==> src/rtl/sp_rx_lock_ctrl.sv <==
// Symbol-lock controller: shifts a MSB-first serial stream, aligns on the comma
// symbol, declares lock after repeated aligned commas and delivers aligned bytes.
module sp_rx_lock_ctrl #(
  parameter logic [7:0]  COM_SYM    = 8'hBC,
  parameter logic [7:0]  IDL_SYM    = 8'h7C,
  parameter int unsigned LOCK_COUNT = 4,
  parameter int unsigned LOSS_COUNT = 4
) (
  input  logic       clk,
  input  logic       reset,
  input  logic       serial_in,
  output logic [7:0] data_out,
  output logic       valid_out,
  output logic       active,
  output logic       IDLE_out,
  output logic       lock_lost
);

  typedef enum logic [1:0] {
    SEARCH = 2'd0,
    CHECK  = 2'd1,
    LOCKED = 2'd2
  } state_t;

  localparam logic [3:0] LOCK_CNT4 = 4'(LOCK_COUNT);
  localparam logic [3:0] LOSS_CNT4 = 4'(LOSS_COUNT);

  state_t      state, state_nxt;
  logic [7:0]  shift_p0;
  logic [2:0]  bit_cnt, bit_cnt_nxt;
  logic [3:0]  com_cnt, com_cnt_nxt;
  logic [3:0]  err_cnt, err_cnt_nxt;
  logic [3:0]  com_inc, err_inc;
  logic [7:0]  data_nxt;
  logic        valid_nxt, idle_nxt, lost_nxt;
  logic        boundary, is_com;

  function automatic logic is_idle_sym(input logic [7:0] sym);
    return (sym == COM_SYM) || (sym == IDL_SYM);
  endfunction

  assign boundary = (bit_cnt == 3'd0);
  assign is_com   = (shift_p0 == COM_SYM);
  assign com_inc  = com_cnt + 4'd1;
  assign err_inc  = err_cnt + 4'd1;
  assign active   = (state == LOCKED);

  // Stage p0: serial shift register and all control/output registers
  always_ff @(posedge clk) begin
    if (!reset) begin
      state     <= SEARCH;
      shift_p0  <= '0;
      bit_cnt   <= '0;
      com_cnt   <= '0;
      err_cnt   <= '0;
      data_out  <= '0;
      valid_out <= 1'b0;
      IDLE_out  <= 1'b0;
      lock_lost <= 1'b0;
    end else begin
      state     <= state_nxt;
      shift_p0  <= {shift_p0[6:0], serial_in};
      bit_cnt   <= bit_cnt_nxt;
      com_cnt   <= com_cnt_nxt;
      err_cnt   <= err_cnt_nxt;
      data_out  <= data_nxt;
      valid_out <= valid_nxt;
      IDLE_out  <= idle_nxt;
      lock_lost <= lost_nxt;
    end
  end

  // Decisions use the pre-edge shift register contents
  always_comb begin
    state_nxt   = state;
    bit_cnt_nxt = bit_cnt + 3'd1;
    com_cnt_nxt = com_cnt;
    err_cnt_nxt = err_cnt;
    data_nxt    = data_out;
    valid_nxt   = 1'b0;
    idle_nxt    = IDLE_out;
    lost_nxt    = 1'b0;
    unique case (state)
      SEARCH: begin
        bit_cnt_nxt = 3'd0;
        if (is_com) begin
          state_nxt   = CHECK;
          bit_cnt_nxt = 3'd1;
          com_cnt_nxt = 4'd1;
        end
      end
      CHECK: begin
        if (boundary) begin
          if (is_com) begin
            com_cnt_nxt = com_inc;
            if (com_inc == LOCK_CNT4) begin
              state_nxt   = LOCKED;
              err_cnt_nxt = 4'd0;
            end
          end else begin
            state_nxt   = SEARCH;
            com_cnt_nxt = 4'd0;
            bit_cnt_nxt = 3'd0;
          end
        end
      end
      LOCKED: begin
        if (boundary) begin
          data_nxt  = shift_p0;
          valid_nxt = 1'b1;
          idle_nxt  = is_idle_sym(shift_p0);
          if (is_com) err_cnt_nxt = 4'd0;
        end else if (is_com) begin
          // comma off the symbol boundary: count towards loss of lock
          err_cnt_nxt = err_inc;
          if (err_inc == LOSS_CNT4) begin
            state_nxt   = SEARCH;
            lost_nxt    = 1'b1;
            idle_nxt    = 1'b0;
            com_cnt_nxt = 4'd0;
            err_cnt_nxt = 4'd0;
            bit_cnt_nxt = 3'd0;
          end
        end
      end
      default: begin
        state_nxt   = SEARCH;
        bit_cnt_nxt = 3'd0;
        com_cnt_nxt = 4'd0;
        err_cnt_nxt = 4'd0;
      end
    endcase
  end

endmodule

==> config.mk <==
export PLATFORM = sky130hd
export DESIGN_NAME = sp_rx_lock_ctrl
export DESIGN_NICKNAME = d
export VERILOG_FILES = /design/src/rtl/sp_rx_lock_ctrl.sv
export SDC_FILE = /design/constraint.sdc
export NUM_CORES = 1
export LEC_CHECK = 0
export ABC_AREA = 0
export CORE_ASPECT_RATIO = 1.5
export CORE_UTILIZATION = 50
export CTS_CLUSTER_DIAMETER = 120
export DETAILED_ROUTE_END_ITERATION = 16
export GPL_TIMING_DRIVEN = 0
export PLACE_DENSITY = 0.73
export SYNTH_ARGS = -nofsm -noshare
export SYNTH_HDL_FRONTEND = slang
export SYNTH_SLANG_ARGS = --single-unit
==> constraint.sdc <==
create_clock -name clk -period 1.62 [get_ports clk]
set_input_delay 0.162 -clock clk [delete_from_list [all_inputs] [get_ports clk]]
set_output_delay 0.162 -clock clk [all_outputs]
set_load 0.1 [all_outputs]
* Yosys cells after proc, flatten, opt, wreduce, memory -nomap -nowiden
Cells that the tools add are included.
** Word-level totals
- Bits in registers :: 32
- Input port bits :: 3
- Word-level logic and storage cells :: 77
** Cells by class
- $add $sub $neg :: 3
- Equal/unequal tests :: 14
- Multiplexer cells :: 35
- Bitwise gates (word level) :: 4
- Reduce and logical (&&, ||, !) cells :: 12
** Operators with widths (count)
- two-way mux 4 bit :: 13
- case mux 4 bit (3 select lines) :: 2
- two-way mux 3 bit :: 5
- two-way mux 2 bit :: 7
- inequality test 2 bit (second input constant) :: 5
- AND reduction 5 bit :: 2
- case mux 3 bit (3 select lines) :: 1
- adder 4 x 1 -> 4 bit (second input constant) :: 2
- == test 4 x 3 -> 1 bit (second input constant) :: 2
- == test 8 x 7 -> 1 bit (second input constant) :: 1
- == test 8 bit (second input constant) :: 1
- two-way mux 1 bit :: 6
- case mux 2 bit (3 select lines) :: 1
- AND reduction 6 bit :: 1
- inequality test 2 x 1 -> 1 bit (second input constant) :: 2
- inverter 1 bit :: 4
- AND reduction 2 bit :: 2
- nonzero test 2 bit :: 2
- OR reduction 4 bit :: 1
- adder 3 x 1 -> 3 bit (second input constant) :: 1
- zero test 3 bit :: 1
- inequality test 3 bit (second input constant) :: 1
- AND reduction 3 bit :: 1
- == test 2 x 1 -> 1 bit (second input constant) :: 1
- other kinds (3) :: 3

* Depth between registers and ports, before layout
- Depth after elaboration :: 6
- Depth in mapped cells :: 7

* Worst setup path before layout
Ideal clock, no wire load.
- Path kind :: register to register
- From :: reg state[1]
- To :: reg com_cnt[3]
- Arrival time :: 1.814 ns
- Data required time :: 1.562 ns
- Path slack :: -0.252 ns
- Cell stages (with the launch flop) :: 6
- Buffers on the path :: 0
- Period minus slack after synthesis :: 1.872 ns
- Path through :: dfxtp_1 > nand2b_1 > inv_1 > nand2_1 > o22ai_1 > a211o_1
** On the way
- Word-level cells in the longest chain between the ends :: 3
** RTL lines
- start, declared :: RTL line 28 : state_t state, state_nxt;
- start signal, assigned :: RTL line 61 : state <= state_nxt;
- == test 2 bit (*)
- via active :: RTL line 14 : output logic active,
- inequality test 2 x 1 -> 1 bit (no source line) / inequality test 2 bit (equally long branches)
- AND reduction 5 bit (no source line)
- end signal, assigned :: RTL line 64 : com_cnt <= com_cnt_nxt;
- end, declared :: RTL line 31 : logic [3:0] com_cnt, com_cnt_nxt;
Mark *: on every way through the listed nets, which the timed path passes. The rest lies on a longest branch.
A chain may end at the register's enable or synchronous reset.

* Final worst setup path
- From :: reg err_cnt[1]
- To :: reg bit_cnt[2]
** On the way
- Word-level cells in the longest chain between the ends :: 6
** RTL lines
- start, declared :: RTL line 32 : logic [3:0] err_cnt, err_cnt_nxt;
- start signal, assigned :: RTL line 65 : err_cnt <= err_cnt_nxt;
- adder 4 x 1 -> 4 bit :: RTL line 45 : assign err_inc = err_cnt + 4'd1;
- == test 4 x 3 -> 1 bit :: RTL line 116 : if (err_inc == LOSS_CNT4) begin
- two-way mux 3 bit :: RTL line 116
- two-way mux 3 bit :: RTL line 113 : end else if (is_com) begin
- two-way mux 3 bit :: RTL line 108 : if (boundary) begin
- case mux 3 bit (3 select lines) :: RTL line 83 : unique case (state)
- end signal, assigned :: RTL line 63 : bit_cnt <= bit_cnt_nxt;
- end, declared :: RTL line 30 : logic [2:0] bit_cnt, bit_cnt_nxt;
Every way passes these cells.

==> run summary <==
outcome = finished, violations left
failing checks = setup timing
synth unique cells = 45
dpl cell area = 1690 um^2
setup ws final = -119 ps
Clock Tree Buf Depth = 2
Starting Density = 54.1%
WS Path Type = flip-flop to flip-flop
CTS tree = done
top_reg_cell synth = dfxtp_1
die area = 3180 um^2
min Tclk post-route = 1740 ps
row count = 23
largest family of logic cells by synthesized area = simple AND/OR/NAND/NOR gates
vias in the first global route = 1233
Seq cells post-synth = 32
Post-synth ARST share = 0%
Slew Limit Headroom = 37.0%
Synth top cells by count = 32 x dfxtp_1, 26 x nand2_1, 12 x a21oi_1
mean area per synthesized cell = 8.85 um^2
Clock Skew = 7.25 ps
nets@finish = 206
via-per-instance ratio = 5.50
Post-Synthesis Cell Area = 1480 um^2
final instance area = 1890 um^2
most numerous cell in the Yosys netlist = dfxtp_1
Residual DRC = 0
Synth Instances = 167
complex-gate fraction of the synthesized area = 18.1%
largest net degree at the start of global routing = 11
CTS HTree Levels = 2
drt wl/cell = 14.3 um
gr ovfl total = 0
Tot GR Track Use = 23.8%
Synth Area in Adders = 5.08%
setup_tns = -551 ps
Die Y = 68.6 um
fin. max-slew vios = 0
Antenna diodes = 0
io pins = 15
crit-path max FO = 5
Routed Antenna Nets = 0
P_leak = 0.000737 uW
critical path required time = 1800 ps
antenna violations before repair = 0
core box area = 2730 um^2
DR pass1 iterations = 4
Slew @ Worst Pin = 949 ps
1st-iter DRT viols = 31
Worst-path clk slew = 60 ps
max cap viols = 0
fmax = 575 MHz
first-pass GRT wire length = 5.33 mm
# port buffers = 14
Final Hold Viols = 0
routed wire length = 3.35 mm
Post-synth EDFFs = 0
Inst Count DP = 218
Peak VDD IR = 0.610 mV
CP arrival = 1920 ps
non-filler instance count after layout = 234
clk sinks = 32
RSZ-0062 raised after global routing = true
Setup WS pre-CTS = -295 ps
Area Overhead vs Synth = 28.1%
Setup crit start kind = flip-flop
top cells by area, synth = dfxtp_1 43%, nand2_1 6.6%, ha_1 5.1%, a21oi_1 4.1%, and2_1 3.8%
Pwr Density = 727 nW/um^2
Num CTS Buffers = 5
hpwl dp = 2.31 mm
sequential-to-total area share from yosys stat = 43.4%
share of cells above drive strength 1 = 28.4%
post-synth top area share = 43.4%
YS warnings = 0
Die W = 46.4 um
final worst-path cycle share = 107%
final core utilization = 69.2%
endpoint class of the critical path = flip-flop
worst min-delay path category = flip-flop to flip-flop
routability cong. = 0.789
root buffer cell = clkbuf_8
net count after synthesis = 176
routed via count = 1286
post-synthesis mux area share = 0.677%
dominant cell type by area after synthesis = dfxtp_1
simple-gate area share of the yosys netlist = 29.3%
Worst-Skew Late Latency = 280 ps
XOR/XNOR share of the synthesized area = 1.19%
final setup violating endpoints = 8
## cell families after synthesis
| group | count (synthesis) |
|---|---|
| and+or+nand+nor | 78 |
| AOI/OAI and AO/OA | 39 |
| DFF | 32 |
| buffers and inverters | 9 |
| adders and majority gates | 6 |
| xor gates and xnor gates | 2 |
| muxes | 1 |
## layout by cell type, fill, tap and decap left out, types with 3 or more instances in the layout
| cell type | netlist | final |
|---|---|---|
| buf_4 | 0 | 9 |
| nand3_1 | 5 | 5 |
| dfxtp_1 | 32 | 26 |
| clkbuf_8 | 0 | 5 |
| nand2b_1 | 9 | 7 |
| o21a_1 | 4 | 4 |
| nor3_1 | 5 | 5 |
| clkbuf_1 | 3 | 4 |
| clkbuf_2 | 0 | 9 |
| ha_1 | 6 | 4 |
| dfxtp_2 | 0 | 3 |
| and2_1 | 9 | 9 |
| a21oi_1 | 12 | 10 |
| nor2_1 | 9 | 6 |
| inv_1 | 6 | 5 |
| dfxtp_4 | 0 | 3 |
| nand2_1 | 26 | 25 |
## power breakdown
| part | leakage, uW | internal, uW | switching (uW) | total (uW) |
|---|---|---|---|---|
| Combinational | 0.000434 | 9.38 | 15.9 | 25.3 |
| Sequential | 0.000262 | 786 | 3.83 | 790 |
| Clock | 0.0000410 | 291 | 271 | 562 |
| Total | 0.000737 | 1090 | 290 | 1380 |
## state kept, by name (all words and copies together) (netlist names)
| name | count |
|---|---|
| data_out | 8 |
| shift_p0 | 8 |
| com_cnt | 4 |
| err_cnt | 4 |
| bit_cnt | 3 |
| state | 2 |
| IDLE_out | 1 |
| lock_lost | 1 |
| valid_out | 1 |
## through the flow
| step | hold slack [ps] | total power [uW] |
|---|---|---|
| 2_1_floorplan | 289 | 824 |
| 3_3_place_gp | 443 | 836 |
| 3_5_place_dp | 447 | 837 |
| 4_1_cts | 455 | 1380 |
| 5_1_grt | 473 | 1420 |
| 6_report | 453 | 1380 |
## final cells by class
| class | count | area [um^2] |
|---|---|---|
| plain buffers | 3 | 11.3 |
| clock buffers | 6 | 72.6 |
| clock inverters | 1 | 5.00 |
| fillers | 231 | 841 |
| inverters | 6 | 26.3 |
| multi-input cells | 126 | 918 |
| flip-flops and latches | 32 | 656 |
| well taps | 37 | 46.3 |
| repair buffers | 23 | 158 |
## final timing paths
path	from	end	slack [ps]	cells after the start
max	err_cnt[1]	bit_cnt[2]	-120	6
min	data_out[2]	data_out[2]	450	2
max reg2reg	err_cnt[1]	bit_cnt[2]	-120	6
min reg2reg	data_out[2]	data_out[2]	450	2
## repair_timing
item,in CTS,in global routing
resized for setup,43,17
hold endpoints to repair,0,0
pin swaps,10,9
hold buffers,0,0
endpoints found under the setup margin,33,31
buffers inserted,8,1
## routing by layer
metal / vias to the layer above / global-route usage [%] / part of all wire [%]
met5: - / 0 / 0
met4: 0 / 13.6 / 2.0
met2: 18 / 41.0 / 55
met1: 613 / 25.1 / 40
met3: 8 / 6.25 / 2.1
li1: 647 / - / -
## worst max-delay path, cell delays in order, from the launching register on
cell and delay, ps:
dfxtp_4 350, ha_4 160, or2b_1 230, o32a_1 360, nor3_4 270, o21ai_1 100, and3_1 180
Power figures use the tool's default switching activity.
